`src/rtl/cache_fill_fsm.sv`:
```
// Cache block fill sequencer: on a miss, streams NUM_WORDS reads to memory,
// writes returning words into the data array, then commits the tag for one cycle.
module cache_fill_fsm #(
  parameter int NUM_WORDS = 8,
  parameter int ADDR_W    = 16
) (
  input  logic              clk,
  input  logic              rst,
  input  logic              miss_detected,
  input  logic [ADDR_W-1:0] miss_address,
  input  logic [15:0]       memory_data,
  input  logic              memory_data_valid,
  output logic              fsm_busy,
  output logic              mem_read_en,
  output logic [ADDR_W-1:0] memory_address,
  output logic [ADDR_W-1:0] fill_address,
  output logic [15:0]       fill_data,
  output logic              write_data_array,
  output logic              write_tag_array
);

  localparam int CNT_W = 4;
  localparam logic [CNT_W-1:0] NW   = CNT_W'(NUM_WORDS);
  localparam logic [CNT_W-1:0] LAST = CNT_W'(NUM_WORDS - 1);
  localparam logic [ADDR_W-1:0] BLK_MASK = ~ADDR_W'(15);

  typedef enum logic [1:0] {IDLE, FILL, TAG} state_e;

  state_e             state_q, state_d;
  logic [ADDR_W-1:0]  base_q, base_d;
  logic [CNT_W-1:0]   issue_cnt_q, issue_cnt_d;
  logic [CNT_W-1:0]   recv_cnt_q, recv_cnt_d;

  always_comb begin
    state_d     = state_q;
    base_d      = base_q;
    issue_cnt_d = issue_cnt_q;
    recv_cnt_d  = recv_cnt_q;
    case (state_q)
      IDLE: begin
        if (miss_detected) begin
          state_d     = FILL;
          base_d      = miss_address & BLK_MASK;
          issue_cnt_d = '0;
          recv_cnt_d  = '0;
        end
      end
      FILL: begin
        if (issue_cnt_q < NW) issue_cnt_d = issue_cnt_q + 1'b1;
        if (memory_data_valid) begin
          recv_cnt_d = recv_cnt_q + 1'b1;
          if (recv_cnt_q == LAST) state_d = TAG;
        end
      end
      TAG:     state_d = IDLE;
      default: state_d = IDLE;
    endcase
  end

  always_ff @(posedge clk) begin
    if (rst) begin
      state_q     <= IDLE;
      base_q      <= '0;
      issue_cnt_q <= '0;
      recv_cnt_q  <= '0;
    end else begin
      state_q     <= state_d;
      base_q      <= base_d;
      issue_cnt_q <= issue_cnt_d;
      recv_cnt_q  <= recv_cnt_d;
    end
  end

  // Data-array write follows memory_data_valid in the same cycle, so outputs
  // are decoded from state rather than registered.
  always_comb begin
    fsm_busy         = 1'b0;
    mem_read_en      = 1'b0;
    memory_address   = '0;
    fill_address     = '0;
    fill_data        = '0;
    write_data_array = 1'b0;
    write_tag_array  = 1'b0;
    case (state_q)
      FILL: begin
        fsm_busy         = 1'b1;
        mem_read_en      = (issue_cnt_q < NW);
        if (mem_read_en) memory_address = base_q + ADDR_W'({issue_cnt_q, 1'b0});
        fill_address     = base_q + ADDR_W'({recv_cnt_q, 1'b0});
        fill_data        = memory_data;
        write_data_array = memory_data_valid;
      end
      TAG: begin
        fsm_busy        = 1'b1;
        write_tag_array = 1'b1;
        fill_address    = base_q;
      end
      default: ;
    endcase
  end

endmodule

```
`config.mk`:
```
export PLATFORM = sky130hd
export DESIGN_NAME = cache_fill_fsm
export DESIGN_NICKNAME = d
export VERILOG_FILES = /design/src/rtl/cache_fill_fsm.sv
export SDC_FILE = /design/constraint.sdc
export NUM_CORES = 1
export LEC_CHECK = 0
export ABC_AREA = 1
export CAP_MARGIN = 10
export CELL_PAD_IN_SITES_DETAIL_PLACEMENT = 1
export CELL_PAD_IN_SITES_GLOBAL_PLACEMENT = 2
export CORE_MARGIN = 5
export CORE_UTILIZATION = 17
export CTS_BUF_LIST = sky130_fd_sc_hd__clkbuf_16
export CTS_CLUSTER_SIZE = 12
export DETAILED_ROUTE_END_ITERATION = 10
export GPL_TIMING_DRIVEN = 0
export HOLD_SLACK_MARGIN = 0.1
export PLACE_DENSITY_LB_ADDON = 0.08
export SKIP_LAST_GASP = 1
export SYNTH_ARGS = -nofsm -noshare
export SYNTH_HDL_FRONTEND = slang
export SYNTH_SLANG_ARGS = --single-unit
```
`constraint.sdc`:
```
create_clock -name clk -period 1.59 [get_ports clk]
set_input_delay 0.3975 -clock clk [delete_from_list [all_inputs] [get_ports clk]]
set_output_delay 0.3975 -clock clk [all_outputs]
set_load 0.1 [all_outputs]
```
# --- Word-level counts from Yosys, hierarchy flattened ---
# Cells that the tools add are included.
totals:
  reg_bits: 22
  latchBits: 0
  ram_bits: 0
  mem_bits_ro: 0
  input_bits: 36
  output_inout_bits: 52
  wordCells: 40
  mem_count: 0
op_classes:
  n_addsub: 4
  mul: 0
  n_div: 0
  magnitude_cmp: 1
  eq_ne: 7
  n_shift: 0
  mux: 17
  bitwise_logic: 0
  n_reduce_logical: 7
ops:
  columns: ["operator", "count"]
  rows:
  - ["2-to-1 mux 16 bit", 3]
  - ["adder 16 x 5 -> 16 bit", 2]
  - ["case mux 16 bit (2 select lines)", 1]
  - ["case mux 4 bit (2 select lines)", 2]
  - ["2-to-1 mux 4 bit", 3]
  - ["AND reduction 3 bit", 3]
  - ["adder 4 x 1 -> 4 bit, second input constant", 2]
  - ["inequality test 2 bit, second input constant", 4]
  - ["2-to-1 mux 2 bit", 3]
  - ["== test 4 x 3 -> 1 bit, second input constant", 1]
  - ["< comparator 4 bit, second input constant", 1]
  - ["2-to-1 mux 1 bit", 4]
  - ["case mux 2 bit (2 select lines)", 1]
  - ["== test 2 x 1 -> 1 bit, second input constant", 1]
  - ["== test 2 bit, second input constant", 1]
  - ["logical NOT 2 bit", 1]
  - ["AND reduction 2 bit", 1]
  - ["nonzero test 2 bit", 1]
  - ["OR reduction 2 bit", 1]

# --- Longest topological paths before layout ---
# Gate-level depths: netlist (run 1).
depth:
  word_depth: 4
  ltp_mapped: 10
  depth_no_buf: 10

# --- Worst setup path after synthesis (run 1) ---
# OpenSTA, ideal clock, no wires.
synth_timing:
  path_type: "register to output"
  from: "reg state_q[0]"
  to: "out fill_address[4]"
  arrival_time_ns: 3.776
  required_ns: 1.192
  slack_ns: -2.583
  path_stages_with_launch: 6
  path_cell_list: "dfxtp_1 > inv_1 > ha_1 > clkbuf_1 > nand2_1 > o21ai_0"
synth_via:
  elab_chain_len: 2
  elab_cells_between_ends: 3
  classes_between: "eq/ne: 2; mux: 1"
synth_lines:
  columns: ["element", "line", "text"]
  rows:
  - ["from (decl)", "29", "state_e state_q, state_d;"]
  - ["from (signal assigned)", "67", "state_q <= state_d;"]
  - ["== test 2 bit or == test 2 x 1 -> 1 bit (tied branches)", "84", "case (state_q)"]
  - ["case mux 16 bit (2 select lines) (*)", "84", null]
  - ["to (decl)", "16", "output logic [ADDR_W-1:0] fill_address,"]
# Every way passes the cells marked *; elsewhere a longest branch is shown, timed or not.

# --- Final worst setup path (run 1) ---
layout_timing:
  from: "reg base_q[4]"
  to: "out fill_address[12]"
layout_via:
  elab_chain_len: 2
layout_lines:
  columns: ["element", "line", "text"]
  rows:
  - ["from (decl)", "30", "logic [ADDR_W-1:0] base_q, base_d;"]
  - ["from (signal assigned)", "68", "base_q <= base_d;"]
  - ["adder 16 x 5 -> 16 bit", "89", "fill_address = base_q + ADDR_W'({recv_cnt_q, 1'b0});"]
  - ["case mux 16 bit (2 select lines)", "84", null]
# No other way between the ends.

==> flow_metrics.env, run 1 <==
export IMPL_postSynthCellCount=287
export IMPL_synthSimpleGateAreaFrac_pct=32.6
export IMPL_hold_viol=0
export IMPL_r2r_start="state_q[1]"
export IMPL_synthToLayoutAreaGrowth_pct=169
export IMPL_wl_um=8500
export IMPL_worstSetupStartpointType="flip-flop"
export IMPL_die_y_um=109
export IMPL_pwr_density_cell_nw_per_um2=2020
export IMPL_first_pass_iters=4
export IMPL_fmax_mhz=464
export IMPL_ant_nets=0
export IMPL_clock_sinks=22
export IMPL_switching_share_pct=52.8
export IMPL_drive_gt1_share_pct=52.8
export IMPL_hold_path_class="reg -> reg"
export IMPL_clock_latency_ns=0.27
export IMPL_skew_ns=0.00700
export IMPL_gr_total_overflow=0
export IMPL_antenna_found_initial=0
export IMPL_place_area_um2=3250
export IMPL_vdd_drop_max_uv=721
export IMPL_design_die_area_um2=11900
export IMPL_dp_hpwl_um=5980
export IMPL_design_area_um2=4490
export IMPL_seq_power_share_pct=9.6
export IMPL_cts_tree="built"
export IMPL_nNetsFinal=454
export IMPL_cp_max_fo=6
export IMPL_synthXorXnorAreaFrac_pct=0
export IMPL_cp_top_family="simple AND/OR/NAND/NOR gates"
export IMPL_io_pins=88
export IMPL_endpoint_kind="output pin"
export IMPL_p_sw_mw=4.79
export IMPL_clk_pin_slew_ns=0.07
export IMPL_critPathMaxStageDelay_ns=0.36
export IMPL_outcome="finished, violations left"
export IMPL_rsz0062_at_grt="yes"
export IMPL_post_drt_wl_per_cell_um=15.7
export IMPL_worstHoldStart="issue_cnt_q[0]"
export IMPL_crit_slowest_cell="dfxtp_2"
export IMPL_synth_adder_area_share_pct=5.98
export IMPL_die_x_um=109
export IMPL_clk_path_buf_depth=2
export IMPL_syn_area_um2=1670
export IMPL_ctsHoldBuffers=0
export IMPL_path_class="reg -> out"
export IMPL_synthDistinctLibCells=24
export IMPL_muxShareOfSynthArea_pct=0
export IMPL_p_int_mw=4.28
export IMPL_antenna_cells=0
export IMPL_crit_chain="ha_4, ha_4, nand2_4, nor2_4, nand2_1, nand2_1, nand3_2, a21boi_4, buf_12"
export IMPL_io_buffers=81
export IMPL_avgViaCountPerCell=4.25
export IMPL_initial_core_util_pct=17.3
export IMPL_p_leak_nw=1.70
export IMPL_num_vias=2306
export IMPL_maxCapViolations=0
export IMPL_place_gp_congestion=0.704
export IMPL_finalCriticalPeriod_ns=2.16
export IMPL_setup_viol=50
export IMPL_clock_root_buffer="clkbuf_16"
export IMPL_avgSynthCellArea_um2=5.83
export IMPL_grt_pass1_wl_um=12900
export IMPL_drt_iter0_drc=42
export IMPL_post_route_drc_count=0
export IMPL_critPathLaunch="base_q[4]"
export IMPL_crit_buf_inv=1
export IMPL_synth_top_family_by_area="simple AND/OR/NAND/NOR gates"
export IMPL_r2r_slack_ns=0.01
export IMPL_p_total_mw=9.07
export IMPL_clkPwrFrac_pct=8.2
export IMPL_final_max_slew_viol_count=0
export IMPL_violations="negative setup slack"
export IMPL_critical_path_required_ns=1.19
export IMPL_grt_pass1_vias=2486
export IMPL_cts_max_level=1
export IMPL_synth_compound_area_share_pct=18.1
export IMPL_combPwrFrac_pct=82.3
export IMPL_coreArea_um2=9680
export IMPL_cts_buffers=3
export IMPL_synth_seq_cells=22
export IMPL_period_share_pct=136
export IMPL_dpl_worst_slack_ns=-1.37
export IMPL_synth_warnings=0
export IMPL_arrival_ns=1.76
export IMPL_grt_util_all_layers_pct=14.1
export IMPL_grt_start_max_net_pins=14
export IMPL_setup_ws_ns=-0.566
export IMPL_fp_row_count=36
export IMPL_yosysSeqAreaShare_pct=26.3
## power groups by stage
stage / clock [mW] / sequential (mW) / combinational (mW)
floorplan: 0 / 0.805 / 4.12
global placement: 0 / 0.847 / 5.15
detailed placement: 0 / 0.844 / 5.17
CTS: 0.770 / 0.859 / 6.80
global route: 0.786 / 0.889 / 7.82
finish: 0.740 / 0.868 / 7.47
## placed cells by master, fill, tap and decap left out, types with 3 or more instances in the layout
cell and n:
a21oi_2 3, a21oi_1 18, nand2_4 21, dfxtp_1 15, buf_4 20, nand4_1 5, ha_4 5, inv_1 32
o21ai_1 7, nand3_1 8, buf_8 3, nor3_4 3, o21ai_4 3, ha_1 3, buf_16 3, dfxtp_2 5
nand2_2 10, nor2_1 11, clkbuf_16 4, o21ai_2 3, o21ai_0 13, inv_2 3, buf_12 59, clkinvlp_4 18
nand3_2 3, clkdlybuf4s50_1 31, nor2_4 19, buf_6 8, a21oi_4 7, nand2_1 46
## registers in the layout, summed over array words and instances, names as in the netlist
signal	flops
base_q	12
issue_cnt_q	4
recv_cnt_q	4
state_q	2
## cells in the mapped netlist
library cell / n / area, µm²
nor2_4: 3 / 33.8
inv_2: 4 / 15.0
nor2_1: 27 / 101
o21ai_1: 4 / 20.0
nand3_1: 11 / 55.1
buf_2: 5 / 25.0
o21ai_0: 21 / 105
clkbuf_1: 4 / 15.0
conb_1: 1 / 3.75
a32o_1: 1 / 10.0
nand2_1: 78 / 293
buf_4: 2 / 15.0
dfxtp_1: 22 / 440
o21ai_2: 1 / 8.76
nand2_2: 1 / 6.26
ha_1: 8 / 100
inv_1: 53 / 199
nor3_1: 5 / 25.0
buf_6: 1 / 11.3
a22oi_1: 1 / 7.51
a21boi_1: 1 / 7.51
a21oi_1: 27 / 135
nand4_1: 5 / 31.3
a21oi_2: 1 / 8.76
## cell type report
| type | count | area (µm²) |
|---|---|---|
| Buffer | 11 | 146 |
| Fill cell | 1064 | 5190 |
| Tap cell | 133 | 166 |
| Timing Repair Buffer | 118 | 1770 |
| Clock inverter | 1 | 30.0 |
| Inverter | 57 | 297 |
| Clock buffer | 3 | 75.1 |
| Multi-Input combinational cell | 197 | 1560 |
| Sequential cell | 22 | 454 |
## final timing paths
kind	cells past startpoint	endpoint
worst max register to register	10	state_q[0]
worst max-delay path	9	fill_address[12]
worst min-delay path	1	issue_cnt_q[0]
worst min register to register	1	issue_cnt_q[0]
## timing repair
| action | 4_1_cts | 5_1_grt |
|---|---|---|
| setup endpoints to repair | 61 | 66 |
| buffers inserted | 18 | 15 |
| gates cloned | 4 | 1 |
| gates resized for setup | 485 | 43 |
| pin swaps | 19 | 16 |
## kinds of logic (layout without fill, tap and decap cells)
logic type	Yosys count	in the layout
AND/OR/NAND/NOR	130	130
buffers and inverters	69	190
AO/OA/AOI/OAI	57	57
flip-flops	22	22
adder cells (fa/ha/maj)	8	8
other	1	2
## per-stage QoR
stage	hold WS (ns)	std cells	utilization [%]	setup TNS, ns
2_1_floorplan	0.450	288	-	-15.02
3_3_place_gp	0.478	502	33.5	-61.32
3_5_place_dp	0.487	502	33.5	-62.07
4_1_cts	0.495	528	43.6	-19.72
5_1_grt	0.539	542	46.4	-23.98
6_report	0.502	542	46.4	-20.28
## per-layer routing
| metal | global-route usage (%) | vias up | routed length, µm |
|---|---|---|---|
| met2 | 26.5 | 38 | 4710 |
| met3 | 1.72 | 7 | 219 |
| li1 | - | 1140 | - |
| met5 | 0 | - | 0 |
| met4 | 3.29 | 0 | 100 |
| met1 | 17.0 | 1121 | 3480 |
Power figures use the tool's default switching activity.
==> run 2, diff against run 1 <==
--- a/config.mk
+++ b/config.mk
@@ -21,3 +21,4 @@
 export SYNTH_ARGS = -nofsm -noshare
 export SYNTH_HDL_FRONTEND = slang
 export SYNTH_SLANG_ARGS = --single-unit
+export TNS_END_PERCENT = 30
==> run 2 against run 1 <==
Compared with the run above: non-clock buffer count down 17; sequential power up 1%; largest power group unchanged; the flow still finishes with violations (negative setup slack); highest routed layer unchanged; routed wire length down 7.3%; sequential share of layout area up 1.7 points; maximum frequency up 1.4%; register-to-register slack about the same; count of clock-buffer cells in the layout unchanged; via count down 5.1%; first-iteration DRC count up 24%.
==> flow_metrics.env, run 2 (synthesis gave the netlist of run 1 again) <==
export IMPL_path_class="reg -> out"
export IMPL_die_y_um=109
export IMPL_hold_path_class="reg -> reg"
export IMPL_largest_reg_flops=12
export IMPL_skew_ns=0.00185
export IMPL_combPwrFrac_pct=81.3
export IMPL_nNetsFinal=437
export IMPL_hold_viol=0
export IMPL_fp_row_count=36
export IMPL_endpoint_kind="output pin"
export IMPL_arrival_ns=1.73
export IMPL_p_int_mw=3.33
export IMPL_switching_share_pct=56.9
export IMPL_rr_endpoint="base_q[10]"
export IMPL_antenna_found_initial=0
export IMPL_clock_root_buffer="clkbuf_16"
export IMPL_r2r_slack_ns=0.01
export IMPL_design_die_area_um2=11900
export IMPL_clock_latency_ns=0.26
export IMPL_gr_total_overflow=0
export IMPL_first_pass_iters=4
export IMPL_final_util_pct=40.2
export IMPL_worstHoldStart="issue_cnt_q[1]"
export IMPL_p_leak_nw=1.61
export IMPL_pwr_density_cell_nw_per_um2=1990
export IMPL_post_route_drc_count=0
export IMPL_io_buffers=81
export IMPL_hold_depth=2
export IMPL_critical_path_required_ns=1.19
export IMPL_most_common_layout_cells="nand2_1, inv_1, buf_12"
export IMPL_tightest_slew_ns=0.952
export IMPL_grt_pass1_vias=2241
export IMPL_cts_buffers=3
export IMPL_fmax_mhz=470
export IMPL_wl_um=7880
export IMPL_grt_start_max_net_pins=13
export IMPL_antenna_cells=0
export IMPL_reg_top3="base_q x12, issue_cnt_q x4, recv_cnt_q x4"
export IMPL_post_drt_wl_per_cell_um=15.0
export IMPL_min_to="issue_cnt_q[1]"
export IMPL_coreArea_um2=9680
export IMPL_worstSetupStartpointType="flip-flop"
export IMPL_clk_pin_slew_ns=0.07
export IMPL_final_common_cell="nand2_1"
export IMPL_final_max_slew_viol_count=0
export IMPL_seq_power_share_pct=11.4
export IMPL_crit_chain="ha_4, ha_4, nand2_4, nor2_4, nand2_1, nand2_1, nand3_2, a21boi_4, buf_12"
export IMPL_clock_sinks=22
export IMPL_whs_ns=0.494
export IMPL_dp_hpwl_um=5820
export IMPL_vdd_drop_max_uv=677
export IMPL_grt_pass1_wl_um=11800
export IMPL_finalCriticalPeriod_ns=2.13
export IMPL_synthToLayoutAreaGrowth_pct=133
export IMPL_rr_worst_depth=6
export IMPL_critPathMaxStageDelay_ns=0.37
export IMPL_clkPwrFrac_pct=7.3
export IMPL_setup_ws_ns=-0.536
export IMPL_ant_nets=0
export IMPL_avgViaCountPerCell=4.17
export IMPL_io_pins=88
export IMPL_maxCapViolations=0
export IMPL_r2r_start="state_q[0]"
export IMPL_drt_iter0_drc=52
export IMPL_place_gp_congestion=0.708
export IMPL_violations="negative setup slack"
export IMPL_cp_max_fo=6
export IMPL_initial_core_util_pct=17.3
export IMPL_drive_gt1_share_pct=45.4
export IMPL_setup_viol=60
export IMPL_slew_headroom_pct=36.8
export IMPL_period_share_pct=134
export IMPL_grt_util_all_layers_pct=12.9
export IMPL_p_sw_mw=4.40
export IMPL_cts_max_level=1
export IMPL_outcome="finished, violations left"
export IMPL_regMostFlops="base_q"
export IMPL_num_vias=2188
export IMPL_clk_path_buf_depth=2
export IMPL_die_x_um=109
export IMPL_cts_tree="built"
export IMPL_crit_slowest_cell="dfxtp_4"
export IMPL_rsz0062_at_grt="yes"
[run 2: layout make-up]
cell class              count  area [µm²]
flip-flops and latches     22         459
plain buffers              11         140
well taps                 133         166
repair buffers            101        1330
inverters                  57         249
clock inverters             1        3.75
multi-input cells         197        1470
fillers                  1143        5790
clock buffers               3        75.1
[run 2: how the worst max path moves through the flow]
stage               cells after the start  slack, ns          endpoint     startpoint
finish                                  9      -0.54  fill_address[12]  recv_cnt_q[3]
global route                            9      -0.64  fill_address[12]  recv_cnt_q[3]
CTS                                     9      -0.56  fill_address[12]  recv_cnt_q[3]
detailed placement                      8      -1.33  fill_address[15]     state_q[1]
global placement                        8      -1.32  fill_address[15]     state_q[1]
floorplan                               5      -0.50   fill_address[4]     state_q[1]
[run 2: metrics by stage]
stage | power (mW) | setup slack (ns) | area (µm²) | cells | setup TNS, ns
finish | 7.73 | -0.536 | 3890 | 525 | -22.24
CTS | 7.07 | -0.560 | 3520 | 519 | -24.97
global placement | 5.58 | -1.32 | 3030 | 502 | -63.83
global route | 8.16 | -0.642 | 3890 | 525 | -28.00
detailed placement | 5.60 | -1.33 | 3030 | 502 | -63.81
floorplan | 4.52 | -0.497 | 2050 | 288 | -19.58
[run 2: power groups by stage]
| stage | clock network (mW) | registers, mW | logic (mW) |
|---|---|---|---|
| after floorplan | 0 | 0.805 | 3.72 |
| after global placement | 0 | 0.848 | 4.73 |
| after detailed placement | 0 | 0.848 | 4.75 |
| after CTS | 0.590 | 0.865 | 5.61 |
| after global routing | 0.627 | 0.907 | 6.62 |
| final | 0.567 | 0.880 | 6.28 |
[run 2: critical path, delay by kind of cell (launching register included)]
kind / cells / cell delay (ns)
adder cells (fa/ha/maj): 2 / 0.29
buffers and inverters: 1 / 0.19
AND/OR/NAND/NOR: 5 / 0.45
AO/OA/AOI/OAI: 1 / 0.16
flip-flops: 1 / 0.37
[run 2: per-layer routing]
layer	share of wire (%)	wire length [µm]	GRT usage (%)	up-vias
met5	0	0	0	-
met4	0.43	34	1.60	0
met3	2.2	177	1.89	2
met2	55	4340	24.3	26
met1	42	3320	15.9	1052
li1	-	-	-	1108
[run 2: what timing repair did]
item	in CTS	in global routing
endpoints found under the setup margin	60	64
gates cloned	3	2
resized for setup	380	95
pin swaps	9	5
hold buffers	0	0
setup buffers	10	5
==> run 3, diff against run 2 <==
--- a/config.mk
+++ b/config.mk
@@ -16,6 +16,7 @@
 export DETAILED_ROUTE_END_ITERATION = 10
 export GPL_TIMING_DRIVEN = 0
 export HOLD_SLACK_MARGIN = 0.1
+export MAX_ROUTING_LAYER = met4
 export PLACE_DENSITY_LB_ADDON = 0.08
 export SKIP_LAST_GASP = 1
 export SYNTH_ARGS = -nofsm -noshare
==> run 3 against run 2 <==
Compared with the run above: the run still ends with negative setup slack left; non-clock buffer count did not move; largest power group unchanged; worst setup slack is essentially flat; sequential power barely moved; critical path type unchanged; largest cell class unchanged.
==> flow_metrics.env, run 3 (synthesis gave the netlist of run 1 again) <==
export IMPL_endpoint_kind="output pin"
export IMPL_vdd_drop_max_uv=677
export IMPL_p_total_mw=7.73
export IMPL_crit_slowest_cell="dfxtp_4"
export IMPL_gr_total_overflow=0
export IMPL_coreArea_um2=9680
export IMPL_grt_start_max_net_pins=13
export IMPL_io_buffers=81
export IMPL_crit_buf_inv=1
export IMPL_setup_ws_ns=-0.535
export IMPL_drive_gt1_share_pct=45.4
export IMPL_pwr_density_cell_nw_per_um2=1990
export IMPL_outcome="finished, violations left"
export IMPL_clock_latency_ns=0.26
export IMPL_post_route_drc_count=0
export IMPL_crit_chain="ha_4, ha_4, nand2_4, nor2_4, nand2_1, nand2_1, nand3_2, a21boi_4, buf_12"
export IMPL_fp_row_count=36
export IMPL_rsz0062_at_grt="yes"
export IMPL_period_share_pct=134
export IMPL_reg_top3="base_q x12, issue_cnt_q x4, recv_cnt_q x4"
export IMPL_synthToLayoutAreaGrowth_pct=133
export IMPL_post_drt_wl_per_cell_um=15.0
export IMPL_antenna_cells=0
export IMPL_first_pass_iters=4
export IMPL_violations="negative setup slack"
export IMPL_fmax_mhz=471
export IMPL_wl_um=7880
export IMPL_hold_viol=0
export IMPL_path_class="reg -> out"
export IMPL_cts_max_level=1
export IMPL_placed_cells=502
export IMPL_grt_pass1_vias=2237
export IMPL_nFillCells=1143
export IMPL_initial_core_util_pct=17.3
export IMPL_most_common_layout_cells="nand2_1, inv_1, buf_12"
export IMPL_place_gp_congestion=0.716
export IMPL_clk_pin_slew_ns=0.07
export IMPL_arrival_ns=1.73
export IMPL_p_leak_nw=1.61
export IMPL_critPathMaxStageDelay_ns=0.37
export IMPL_die_y_um=109
export IMPL_hold_path_class="reg -> reg"
export IMPL_skew_ns=0.00185
export IMPL_tightest_slew_ns=0.952
export IMPL_clock_root_buffer="clkbuf_16"
export IMPL_maxCapViolations=0
export IMPL_grt_pass1_wl_um=11800
export IMPL_nNetsFinal=437
export IMPL_clk_path_buf_depth=2
export IMPL_dp_hpwl_um=5820
export IMPL_largest_reg_flops=12
export IMPL_grt_util_all_layers_pct=13.3
export IMPL_avgViaCountPerCell=4.18
export IMPL_final_max_slew_viol_count=0
export IMPL_cts_tree="built"
export IMPL_worstSetupStartpointType="flip-flop"
export IMPL_num_vias=2192
export IMPL_ant_nets=0
export IMPL_drt_iter0_drc=52
export IMPL_design_die_area_um2=11900
export IMPL_cp_top_family="simple AND/OR/NAND/NOR gates"
export IMPL_final_util_pct=40.2
export IMPL_die_x_um=109
export IMPL_regMostFlops="base_q"
export IMPL_io_pins=88
export IMPL_critical_path_required_ns=1.19
export IMPL_instances_no_fill=525
export IMPL_clock_sinks=22
export IMPL_setup_viol=60
export IMPL_cp_max_fo=6
export IMPL_whs_ns=0.494
export IMPL_antenna_found_initial=0
export IMPL_finalCriticalPeriod_ns=2.13
export IMPL_final_common_cell="nand2_1"
export IMPL_cts_buffers=3
export IMPL_slew_headroom_pct=36.8
export IMPL_ctsHoldBuffers=0
[run 3: cell counts in the layout (fill, tap and decap cells not counted)]
No cell type changed its count.
[run 3: final timing paths]
kind	startpoint	endpoint	slack, ns	cells past startpoint
hold / removal	issue_cnt_q[1]	issue_cnt_q[1]	0.49	2
setup reg to reg	state_q[0]	base_q[10]	0.01	6
setup / recovery	recv_cnt_q[3]	fill_address[12]	-0.54	9
hold reg to reg	issue_cnt_q[1]	issue_cnt_q[1]	0.49	2
[run 3: layer usage]
metal / up-vias / GRT usage, % / wire, µm
li1: 1108 / - / -
met1: 1054 / 15.9 / 3330
met2: 28 / 24.3 / 4370
met3: 2 / 1.89 / 180
met4: 0 / 1.60 / 7
met5: - / - / 0
[run 3: report_power, final]
part	switching (mW)	total [mW]	internal, mW
sequential	0.179	0.880	0.701
clock	0.231	0.567	0.337
combinational	3.99	6.29	2.29
[run 3: what timing repair did]
| action | in CTS | in global routing |
|---|---|---|
| gates resized for setup | 380 | 95 |
| endpoints found under the setup margin | 60 | 64 |
| pin swaps | 9 | 5 |
| setup buffers | 10 | 5 |
| gates cloned | 3 | 2 |
[run 3: final cells by class]
class,count,area (µm²),share of cell area [%]
multi-input cells,197,1470,37.7
repair buffers,101,1330,34.2
flip-flops and latches,22,459,11.8
inverters,57,249,6.40
well taps,133,166,4.28
plain buffers,11,140,3.60
clock buffers,3,75.1,1.93
clock inverters,1,3.75,0.0965
[run 3: worst reg2reg max path, cell delays in order, from the launching register on]
cell      delay [ns]
dfxtp_4         0.37
inv_4           0.06
ha_4            0.17
nand2_2         0.14
clkbuf_1        0.46
o21ai_0         0.15
a21oi_1         0.16
[run 3: metrics by stage]
stage,area (µm²),TNS (ns),setup WS [ns]
floorplan,2050,-19.58,-0.497
global placement,3030,-63.83,-1.32
detailed placement,3030,-63.81,-1.33
CTS,3520,-24.97,-0.560
global route,3890,-28.00,-0.642
finish,3890,-22.29,-0.535
